===== config.mk =====
export PLATFORM = sky130hd
export DESIGN_NAME = rs232_frame_decoder
export DESIGN_NICKNAME = d
export VERILOG_FILES = /design/src/rtl/rs232_frame_decoder.sv
export SDC_FILE = /design/constraint.sdc
export NUM_CORES = 1
export LEC_CHECK = 0
export CORE_MARGIN = 2
export CORE_UTILIZATION = 57
export CTS_CLUSTER_DIAMETER = 80
export DETAILED_ROUTE_END_ITERATION = 16
export DONT_BUFFER_PORTS = 1
export PLACE_DENSITY_LB_ADDON = 0.08
export SLEW_MARGIN = 30
export SYNTH_ARGS = -nofsm -noshare
export SYNTH_HDL_FRONTEND = slang
export SYNTH_SLANG_ARGS = --single-unit
export TNS_END_PERCENT = 5

===== constraint.sdc =====
create_clock -name clk -period 2.4 [get_ports clk]
set_clock_uncertainty 0.2 [all_clocks]
set_input_delay 0.48 -clock clk [delete_from_list [all_inputs] [get_ports clk]]
set_output_delay 0.48 -clock clk [all_outputs]
set_load 0.05 [all_outputs]

===== src/rtl/rs232_frame_decoder.sv =====
// rs232_frame_decoder: pops UART bytes, validates SOF/LEN/payload/XOR-checksum frames and holds them for a consumer
module rs232_frame_decoder #(
    parameter int unsigned CLK_FREQ      = 50000000,
    parameter int unsigned BAUD_RATE     = 115200,
    parameter int unsigned MAX_PAYLOAD   = 16,
    parameter logic [7:0]  SOF_BYTE      = 8'hA5,
    parameter int unsigned TIMEOUT_BYTES = 4,
    parameter int unsigned RX_BUF_LEN    = 16
) (
    input  logic       clk,
    input  logic       rst,
    input  logic       rx_byte_received,
    output logic       rx_read,
    input  logic [7:0] rx_data,
    input  logic       rx_err,
    output logic       frame_valid,
    output logic [7:0] frame_len,
    input  logic       frame_ack,
    input  logic [7:0] pl_addr,
    output logic [7:0] pl_data,
    output logic       err,
    output logic [1:0] err_code
);
    localparam int unsigned PW            = $clog2(RX_BUF_LEN) + 1;
    localparam int unsigned AW            = (MAX_PAYLOAD > 1) ? $clog2(MAX_PAYLOAD) : 1;
    localparam int unsigned DEPTH         = 1 << AW;
    localparam logic [31:0] TIMEOUT_TICKS = TIMEOUT_BYTES * 11 * CLK_FREQ / BAUD_RATE;
    localparam logic [1:0]  E_LINE = 2'd0, E_LEN = 2'd1, E_CHK = 2'd2, E_TO = 2'd3;

    typedef enum logic [1:0] {F_IDLE = 2'd0, F_READ = 2'd1, F_WAIT = 2'd2, F_SAMPLE = 2'd3} fetch_t;
    typedef enum logic [2:0] {P_HUNT, P_LEN, P_PAYLOAD, P_CHECK, P_DONE} parse_t;

    fetch_t        fst_q, fst_d;
    parse_t        pst_q, pst_d;
    logic [PW-1:0] pend_q, pend_d;
    logic [7:0]    byte_q, len_q, len_d, idx_q, idx_d, chk_q, chk_d, pl_q;
    logic          line_q, ack_q, err_q, err_d, wr_en, byte_v, active;
    logic [1:0]    code_q, code_d;
    logic [31:0]   cnt_q, cnt_d;
    logic [7:0]    mem_q [DEPTH];

    assign rx_read     = fst_q == F_READ;
    assign byte_v      = fst_q == F_SAMPLE;
    assign active      = pst_q inside {P_LEN, P_PAYLOAD, P_CHECK};
    assign frame_valid = pst_q == P_DONE;
    assign frame_len   = len_q;
    assign pl_data     = pl_q;
    assign err         = err_q;
    assign err_code    = code_q;

    // Pending count and fetch sequencing; the sequencer wraps SAMPLE back to IDLE and never fetches while a frame is held
    always_comb begin
        pend_d = (rx_byte_received && !rx_read && pend_q != PW'(RX_BUF_LEN)) ? pend_q + 1'b1 :
                 (rx_read && !rx_byte_received && pend_q != '0) ? pend_q - 1'b1 : pend_q;
        fst_d  = (fst_q == F_IDLE) ? ((pend_q != '0 && pst_q != P_DONE) ? F_READ : F_IDLE) : fetch_t'(fst_q + 2'd1);
    end

    // Parser next state; the timeout fires one count early because the err register adds a cycle
    always_comb begin
        pst_d  = pst_q;
        len_d  = len_q;
        idx_d  = idx_q;
        chk_d  = chk_q;
        cnt_d  = active ? cnt_q + 32'd1 : 32'd0;
        err_d  = 1'b0;
        code_d = code_q;
        wr_en  = 1'b0;
        if (byte_v) begin
            cnt_d = 32'd0;
            if (line_q) begin
                err_d  = 1'b1;
                code_d = E_LINE;
                pst_d  = P_HUNT;
            end else begin
                case (pst_q)
                    P_HUNT: pst_d = (byte_q == SOF_BYTE) ? P_LEN : P_HUNT;
                    P_LEN: begin
                        if (byte_q == 8'd0 || byte_q > 8'(MAX_PAYLOAD)) begin
                            err_d  = 1'b1;
                            code_d = E_LEN;
                            pst_d  = P_HUNT;
                        end else begin
                            len_d = byte_q;
                            chk_d = byte_q;
                            idx_d = 8'd0;
                            pst_d = P_PAYLOAD;
                        end
                    end
                    P_PAYLOAD: begin
                        wr_en = 1'b1;
                        chk_d = chk_q ^ byte_q;
                        idx_d = idx_q + 8'd1;
                        pst_d = (idx_q + 8'd1 == len_q) ? P_CHECK : P_PAYLOAD;
                    end
                    P_CHECK: begin
                        err_d  = byte_q != chk_q;
                        code_d = (byte_q != chk_q) ? E_CHK : code_q;
                        pst_d  = (byte_q == chk_q) ? P_DONE : P_HUNT;
                    end
                    default: ;
                endcase
            end
        end else if (active && cnt_q == TIMEOUT_TICKS - 32'd2) begin
            err_d  = 1'b1;
            code_d = E_TO;
            pst_d  = P_HUNT;
        end
        if (pst_q == P_DONE && frame_ack && !ack_q) pst_d = P_HUNT;
    end

    // State and datapath registers; the sampled byte is captured during WAIT and presented in SAMPLE
    always_ff @(posedge clk or negedge rst) begin
        if (!rst) begin
            fst_q  <= F_IDLE;
            pst_q  <= P_HUNT;
            pend_q <= '0;
            byte_q <= 8'd0;
            line_q <= 1'b0;
            len_q  <= 8'd0;
            idx_q  <= 8'd0;
            chk_q  <= 8'd0;
            cnt_q  <= 32'd0;
            ack_q  <= 1'b0;
            err_q  <= 1'b0;
            code_q <= 2'd0;
            pl_q   <= 8'd0;
        end else begin
            fst_q  <= fst_d;
            pst_q  <= pst_d;
            pend_q <= pend_d;
            byte_q <= (fst_q == F_WAIT) ? rx_data : byte_q;
            line_q <= (fst_q == F_WAIT) ? rx_err : line_q;
            len_q  <= len_d;
            idx_q  <= idx_d;
            chk_q  <= chk_d;
            cnt_q  <= cnt_d;
            ack_q  <= frame_ack;
            err_q  <= err_d;
            code_q <= code_d;
            pl_q   <= ({1'b0, pl_addr} < 9'(DEPTH)) ? mem_q[pl_addr[AW-1:0]] : pl_q;
        end
    end

    // Payload buffer, deliberately left uninitialised by reset
    always_ff @(posedge clk) begin
        if (wr_en) mem_q[idx_q[AW-1:0]] <= byte_q;
    end
endmodule


## Word level (Yosys, flattened, before mapping)

Memories as Yosys holds them, arrays and structs flattened. A register that Yosys moved wholly into a read port is not among the register bits.
Index checks and enable logic that the tools add are counted.

- Bits in registers: 79
- Bits in writable memories: 128
- Bits of input ports: 21
- Output and inout port bits: 21
- Word-level logic and storage cells: 103
- Memories: 1

- Add/sub/neg operators: 5
- Magnitude comparators: 2
- Equality and inequality tests: 19
- Multiplexer cells: 35
- Bitwise logic cells: 3
- Reductions and logical operators: 26

Memories:

| memory | words | bits a word | rd ports | clocked after memory_dff | wr ports | RTL line | text |
|---|---|---|---|---|---|---|---|
| mem_q | 16 | 8 | 1 | 1 | 1 | 40 | `logic [7:0] mem_q [DEPTH];` |

Operator list:

| operator | number |
|---|---|
| $mux W32 | 2 |
| $add A32 B1 Y32 const B | 1 |
| $eq A32 B15 Y1 const B | 1 |
| $pmux W8 S2 | 2 |
| $eq A8 B8 Y1 | 2 |
| $mux W8 | 2 |
| $mux W3 | 5 |
| $mux W2 | 7 |
| $mux W1 | 12 |
| $pmux W3 S4 | 1 |
| $reduce_and A4 Y1 | 3 |
| $mux W5 | 2 |
| $add A8 B1 Y8 const B | 1 |
| $eq A8 B8 Y1 const B | 1 |
| $gt A8 B5 Y1 const B | 1 |
| $logic_and A1 B1 Y1 | 8 |
| $logic_not A8 Y1 | 1 |
| $lt A8 B5 Y1 const B | 1 |
| $ne A4 B3 Y1 const B | 2 |
| $ne A8 B8 Y1 | 1 |
| $xor A8 B8 Y8 | 1 |
| $ne A7 B2 Y1 const B | 1 |
| $eq A3 B2 Y1 const B | 2 |
| $reduce_bool A2 Y1 | 3 |
| other kinds (21) | 27 |

## Longest topological paths before layout

Gate-level depths: netlist of run 1.

- Depth after elaboration: 7
- Gate-level depth with buffers: 10
- Depth with buffers taken out: 10

## Worst setup path before layout of run 1

Ideal clock, no wire load.

- Kind: flip-flop to flip-flop
- Start: reg fst_q[0]
- End: reg pend_q[4]
- Arrival: 2.505 ns
- Slack: -0.384 ns
- Stages on the path, launching flop included: 10
- Buffers on the path: 0
- Path through: dfrtp_1 > ha_1 > nand2b_1 > a21o_1 > fa_1 > a21o_1 > a21oi_1 > nand2_1 > o32a_1 > mux2i_1

- Word-level cells in the longest chain between the ends: 5

Ends and longest elaborated chain:

| item | RTL line | text |
|---|---|---|
| start: declaration | 33 | `fetch_t fst_q, fst_d;` |
| start signal: assignment | 128 | `fst_q <= fst_d;` |
| $eq A2 B1 Y1 * | 42 | `assign rx_read = fst_q == F_READ;` |
| via rx_read | 13 | `output logic rx_read,` |
| $logic_not A1 Y1 | 53 | `pend_d = (rx_byte_received && !rx_read && pend_q != PW'(RX_BUF_LEN)) ? pend_q + 1'b1 :` |
| $logic_and A1 B1 Y1 (2 in series) | 53 |  |
| $mux W5 or $reduce_bool A2 Y1 (tied branches) | -- |  |
| end signal: assignment | 130 | `pend_q <= pend_d;` |
| end: declaration | 35 | `logic [PW-1:0] pend_q, pend_d;` |

Mark *: on every way through the listed nets, which the timed path passes. The rest lies on a longest branch.
A chain may end at the register's enable or synchronous reset.

## Worst setup path after layout of run 1

- Start: reg fst_q[1]
- End: reg pend_q[4]

- Word-level cells in the longest chain between the ends: 5

Ends and longest elaborated chain:

| item | RTL line |
|---|---|
| $eq A2 B1 Y1 * | 42 |
| $logic_not A1 Y1 | 53 |
| $logic_and A1 B1 Y1 (2 in series) | 53 |
| $mux W5 or $reduce_bool A2 Y1 (tied branches) | -- |

Mark *: on every way between the ends. The rest lies on a longest branch, timed or not.

==> metrics.txt, run 1 <==
crit-path leading delay family compound AO/OA/AOI/OAI gates; Ys Warns 0; Seq/Total Area, Yosys 62.8%; drt via density 5.94; Die ar. 0.0179 mm2; CP endpoint kind register; placed cell area 0.0101 mm2; share of the synthesized area in the top cell type 40.1%; VDD IR max 1.07 mV; pin count of the biggest net entering global routing 88; P_sw 0.00277 W; final cell count without fillers 959; Reg power frac 48.6%; Final Worst Setup Slack 17.3 ps; Critical path origin fst_q[1]$_DFF_PN0_; synthesized flop and latch total 215; startpoint types register; largest family of logic cells by synthesized area multiplexers; post-synthesis simple-gate area fraction 10.9%; Root Driver clkbuf_16; Critical R2R Launch fst_q[1]$_DFF_PN0_; FF/Latch Area 0.00602 mm2; gate count of the mapped netlist 662; final period utilization 99.3%; Post-synth EDFFs 128; RePlAce Congestion 0.862; number of DRC markers in iteration 0 364; pwr dens 913 mW/mm2; max_slew headroom 60.4%; Switching Share 27.7%; Vias 5696; Worst-path clk slew 60 ps; GR Util All Layers 23.3%; placed cells 905; Die Y 134 um; syn_nets 696; core area 0.0165 mm2; Comb pwr share 18.5%; crit path DAT 2600 ps; global-route wire length before repair 32100 um; Clk network pwr share 33.0%; Critical Path RT 2620 ps; Starting Density 58.1%; CTS tree done; Final Max Tran Viols 0; # DRC 0; Crit Path Max Fanout 5; crit path time final 2380 ps; area share of fa/ha/maj cells after synthesis 1.77%; Final Net Count 757; Yosys cell types 62; Rows 47; Worst Path Buf+Inv 1; PortBufs 0; crit path kind register to register; Design Area, Final 0.0110 mm2; static leakage 4.12 nW; ys flop type edfxtp_1; # IOs 42; CP max stage delay 360 ps; total CTS buffers 23; DRT antenna net count 0; CTS Hold Bufs 11; WL/cell 20.9 um; gr ovfl total 0; crit-path cells inv_1, ha_4, nand2b_4, a21o_4, fa_2, a21o_1, a21oi_2, nand2_1, o32a_1, mux2i_1; Post-DP HPWL 13100 um; Area contributors post-synth edfxtp_1 (40%), dfrtp_1 (23%), mux4_2 (5.9%); xor/xnor share of the synthesized area 4.47%; status complete, but fails checks; wirelength, routed 20100 um; post-synthesis mux area share 12.6%; RSZ-0062 raised after global routing true; Mapped Area 0.00959 mm2; Die X 134 um; antenna violations before repair 0; Worst-Margin Slew 594 ps; clk sinks 215; most frequent cell after synthesis edfxtp_1; Min Hold Slack -521 ps; area occupied by multi-input gates 0.00337 mm2; number of fill cells 1167; share of cells above drive strength 1 19.9%; Max Fclk 420 MHz; syn avg cell area 14.5 um2; Hold Vio Cnt, Final 87; clk_lat worst skew 490 ps; Setup-failing EPs final 0; synthesis-to-finish area growth 14.5%; maximum clock path buffer count 3; share of the synthesized area in compound gates (AO/OA/AOI/OAI) 4.76%; fraction of registers with async set or reset after synthesis 40.5%; vias in the first global route 5852; DP Worst Slack -80.6 ps; failing checks hold timing; internal power 0.00726 W; TritonRoute pass-1 iters 5; area leader, netlist edfxtp_1; synth cell count leaders edfxtp_1 (128), dfrtp_1 (87), nand2_1 (43); Worst Hold Class input port to async pin; Max-Cap Viols 0; slowest stage cell, crit path fa_2; # diodes 0; number of H-tree levels 1
==> logic make-up (layout without fill, tap and decap cells) <==
group                      count (synthesis)  after routing
xor gates and xnor gates                  49             49
adders and majority gates                 13             13
DFF                                      215            215
muxes                                     63             63
buffers and inverters                     53            130
and+or+nand+nor                          199            199
AOI/OAI and AO/OA                         70             70
==> stage by stage <==
step                total power, W  utilization, %  setup TNS [ps]
finish                      0.0100            66.5               0
CTS                         0.0101            66.4               0
global route                0.0105            66.5           -84.7
floorplan                  0.00612               -           -25.5
detailed placement         0.00674            61.3           -80.6
global placement           0.00666            61.3               0
==> sequential cells by signal, summed over array words and instances (netlist names) <==
register / flops
mem_q: 128
chk_q: 8
line_q: 1
err: 1
byte_q: 8
ack_q: 1
cnt_q: 32
fst_q: 2
err_code: 2
frame_len: 8
pst_q: 3
pl_data: 8
idx_q: 8
pend_q: 5
==> final cells by class <==
class | count | share of cell area (%)
Clock buffer | 32 | 5.55
Clock inverter | 9 | 0.832
Inverter | 21 | 0.718
Multi-Input combinational cell | 394 | 30.7
Sequential cell | 215 | 54.8
Tap cell | 220 | 2.51
Timing Repair Buffer | 68 | 4.90
==> power groups by stage <==
stage / combinational (W) / sequential (W) / clock [W]
final: 0.00185 / 0.00487 / 0.00331
after global routing: 0.00204 / 0.00490 / 0.00354
after CTS: 0.00186 / 0.00487 / 0.00338
after detailed placement: 0.00180 / 0.00495 / 0
after floorplan: 0.00104 / 0.00507 / 0
after global placement: 0.00172 / 0.00494 / 0
==> worst register-to-register path: cells and delay by family (launching register included) <==
family          cells  cell delay (ps)
flops               1              350
simple gates        2              220
compound gates      4              800
buf+inv             1               90
fa+ha+maj           2              530
mux                 1              120
==> cells in the final DEF (no fill, tap or decap), drive strengths merged, types with 2 or more instances in the layout <==
cell         count
dlygate4sd3     11
o21ai           25
o32a             3
o22ai            3
a31oi            2
a22oi            7
nand2           43
nor4            16
a21oi           10
nor2b            3
clkinv           7
and3            11
or3              5
nor3b            2
dfrtp           87
mux2i            4
nand3           24
edfxtp         128
nor4b            4
mux4            40
nand4           11
nor2            40
and2            16
bufinv           2
a211oi           2
nor3            11
ha              12
xnor2           29
xor2            20
clkbuf          32
a2111oi          2
or4              2
mux2            19
nand2b           3
and4             3
inv             21
a21o             6
buf             57
==> final timing paths <==
check                                         endpoint  slack (ps)  depth (start not counted)
worst max-delay path             pend_q[4]$_DFFE_PN0P_          20                         10
worst min-delay path            pl_data[4]$_DFFE_PN0N_        -520                          0
worst max register to register   pend_q[4]$_DFFE_PN0P_          20                         10
worst min register to register      cnt_q[0]$_DFF_PN0_         270                          1
max in group asynchronous        byte_q[0]$_DFFE_PN0N_        2350                          0
min in group clk                  pst_q[2]$_DFFE_PN0P_          40                          3
==> what timing repair did <==
item / in CTS / in global routing
buffers inserted: 2 / 0
hold endpoints to repair: 98 / 87
setup endpoints to repair: 1 / 98
gates resized for setup: 1 / 4
pin swaps: 1 / 0
==> metal layers <==
metal  GRT usage, %  share of wire (%)  routed length, um
met5              0                  0                  0
met2           39.8                 51              10100
met3           4.15                5.7               1140
met1           31.8                 42               8470
met4           4.61                1.6                322
No activity file was read; power rests on OpenSTA's default activity.
==> run 2: changes to the inputs <==
--- a/config.mk
+++ b/config.mk
@@ -6,10 +6,9 @@
 export NUM_CORES = 1
 export LEC_CHECK = 0
 export CORE_MARGIN = 2
-export CORE_UTILIZATION = 57
+export CORE_UTILIZATION = 60
 export CTS_CLUSTER_DIAMETER = 80
 export DETAILED_ROUTE_END_ITERATION = 16
-export DONT_BUFFER_PORTS = 1
 export PLACE_DENSITY_LB_ADDON = 0.08
 export SLEW_MARGIN = 30
 export SYNTH_ARGS = -nofsm -noshare
==> constraint.sdc (replaced) <==
create_clock -name clk -period 2.3 [get_ports clk]
set_clock_uncertainty 0.2 [all_clocks]
set_input_delay 0.46 -clock clk [delete_from_list [all_inputs] [get_ports clk]]
set_output_delay 0.46 -clock clk [all_outputs]
set_load 0.05 [all_outputs]
==> run 2 against run 1 <==
Effect of this change:
- the flow finishes with violations (setup timing)
- register-to-register slack lost 140 ps
- core utilization up 7.3 points
- sequential cell count unchanged
- sequential share of layout area shrank 3.0 points
- sequential power about the same
- final area is 5.9% higher
- largest cell class unchanged
- largest power group unchanged
==> metrics.txt, run 2 (synthesis results as in run 1) <==
Setup Total Neg Slack -121 ps (-121 ps); startpoint types register; Die Y 130 um (-2.5%); Root Driver clkbuf_16; commonest cells after routing, fill and taps aside edfxtp_1 (128), dfrtp_1 (86), buf_4 (52), nand2_1 (43), nor2_1 (39); # diodes 0 (unchanged); Worst Path Buf+Inv 0 (-1); final period utilization 105% (+6.0 points); Rows 46 (-2.1%); synthesis-to-finish area growth 21.2%; max_slew headroom 60.2% (-0.18 points); CTS tree done; clk sinks 215 (unchanged); Critical R2R Launch fst_q[0]$_DFF_PN0_; Vias 5922 (+4.0%); CP endpoint kind register; Hold Vio Cnt, Final 0 (-100%); crit-path cells ha_4, nand2b_4, a21o_4, fa_2, a21o_1, a21oi_2, nand2_1, o32a_1, mux2i_1; clk_lat worst skew 490 ps (about the same); DP Worst Slack -464 ps (-384 ps); Post-DP HPWL 13500 um (+3.2%); # DRC 0 (unchanged); commonest non-fill, non-tap cell in the layout edfxtp_1; number of H-tree levels 1 (unchanged); slowest stage cell, crit path dfrtp_2; gr ovfl total 0 (unchanged); crit path time final 2420 ps (+38.2 ps); Worst-path clk slew 60 ps (about the same); GR Util All Layers 25.1% (+1.9 points); failing checks setup timing; maximum clock path buffer count 3 (unchanged); Max-Cap Viols 0 (unchanged); vias in the first global route 5940 (+1.5%); antenna violations before repair 0 (unchanged); static leakage 4.42 nW (+7.3%); Final Net Count 797 (+5.3%); Critical Path RT 2520 ps (-100 ps); status complete, but fails checks; crit path DAT 2640 ps (+40 ps); number of DRC markers in iteration 0 496 (+36%); wirelength, routed 20600 um (+2.6%); RSZ-0062 raised after global routing true; CP max stage delay 430 ps (+70 ps); total CTS buffers 23 (unchanged); crit path kind register to register; Final Max Tran Viols 0 (unchanged); DRT antenna net count 0 (unchanged); max reg flops 128 (unchanged); Setup-failing EPs final 1 (+1); Critical path origin fst_q[0]$_DFF_PN0_; Starting Density 60.8% (+2.8 points); pin count of the biggest net entering global routing 42 (-52%); drt via density 5.96 (+0.31%); Die ar. 0.0170 mm2 (-4.9%); Crit Path Max Fanout 4 (-1); VDD IR max 0.839 mV (-21%); Max Fclk 413 MHz (-1.6%); Hold Startpoint cnt_q[0]$_DFF_PN0_; crit-path leading delay family compound AO/OA/AOI/OAI gates; core area 0.0158 mm2 (-4.6%); Worst-Margin Slew 597 ps (+2.73 ps); Die X 130 um (-2.5%); Worst Hold Class register to register; PortBufs 41 (+41); TritonRoute pass-1 iters 5 (unchanged); pwr dens 954 mW/mm2 (+4.4%); Final Worst Setup Slack -121 ps (-138 ps); WL/cell 20.7 um (-1.0%); # IOs 42 (unchanged); global-route wire length before repair 32200 um (+0.32%); RePlAce Congestion 0.925 (+7.2%); share of cells above drive strength 1 21.9% (+2.0 points)
run 2: cell types whose count changed in the layout (fill, tap and decap cells not counted), sizes merged:
cell / delta
bufinv: +2
dlygate4sd2: +19
inv: +1
dlygate4sd3: -10
clkbuf: -2
clkdlybuf4s50: +18
buf: +13
clkinv: -2
run 2: power breakdown:
group | internal [W] | total, W | switching [W]
clock network | 0.00229 | 0.00372 | 0.00142
logic | 0.00103 | 0.00251 | 0.00147
registers | 0.00468 | 0.00487 | 0.000193
run 2: layer usage:
layer / vias up / global-route usage [%] / wire length (um)
li1: 2703 / - / -
met1: 3040 / 33.2 / 8540
met2: 148 / 45.2 / 10800
met3: 31 / 2.97 / 836
met4: 0 / 6.26 / 386
met5: - / 0 / 0
run 2: final timing paths:
path,endpoint,slack [ps],depth (start not counted)
max in group asynchronous,fst_q[0]$_DFF_PN0_,880,3
hold / removal,cnt_q[0]$_DFF_PN0_,260,1
hold reg to reg,cnt_q[0]$_DFF_PN0_,260,1
min in group asynchronous,pl_data[1]$_DFFE_PN0N_,300,2
setup / recovery,pend_q[4]$_DFFE_PN0P_,-120,9
setup reg to reg,pend_q[4]$_DFFE_PN0P_,-120,9
run 2: final cells by class:
cell class	count	area (um2)
flip-flops and latches	215	6020
clock buffers	30	602
well taps	216	270
clock inverters	10	154
repair buffers	108	1080
fillers	1025	4140
multi-input cells	394	3420
inverters	21	78.8
run 2: through the flow:
step / area, um2 / utilization, % / hold WS, ps / total power [W] / std cells
2_1_floorplan: 9630 / - / -35.6 / 0.00638 / 662
3_3_place_gp: 10800 / 68.5 / 252 / 0.00726 / 952
3_5_place_dp: 10800 / 68.5 / 253 / 0.00739 / 952
4_1_cts: 11600 / 73.4 / 260 / 0.0111 / 993
5_1_grt: 11600 / 73.8 / 270 / 0.0115 / 994
6_report: 11600 / 73.8 / 255 / 0.0111 / 994
run 2: repair_timing:
item / 4_1_cts / 5_1_grt
endpoints found under the setup margin: 154 / 93
gates resized for setup: 25 / 12
hold buffers: 1 / 0
pin swaps: 2 / 7
hold endpoints to repair: 39 / 0
setup buffers: 0 / 1
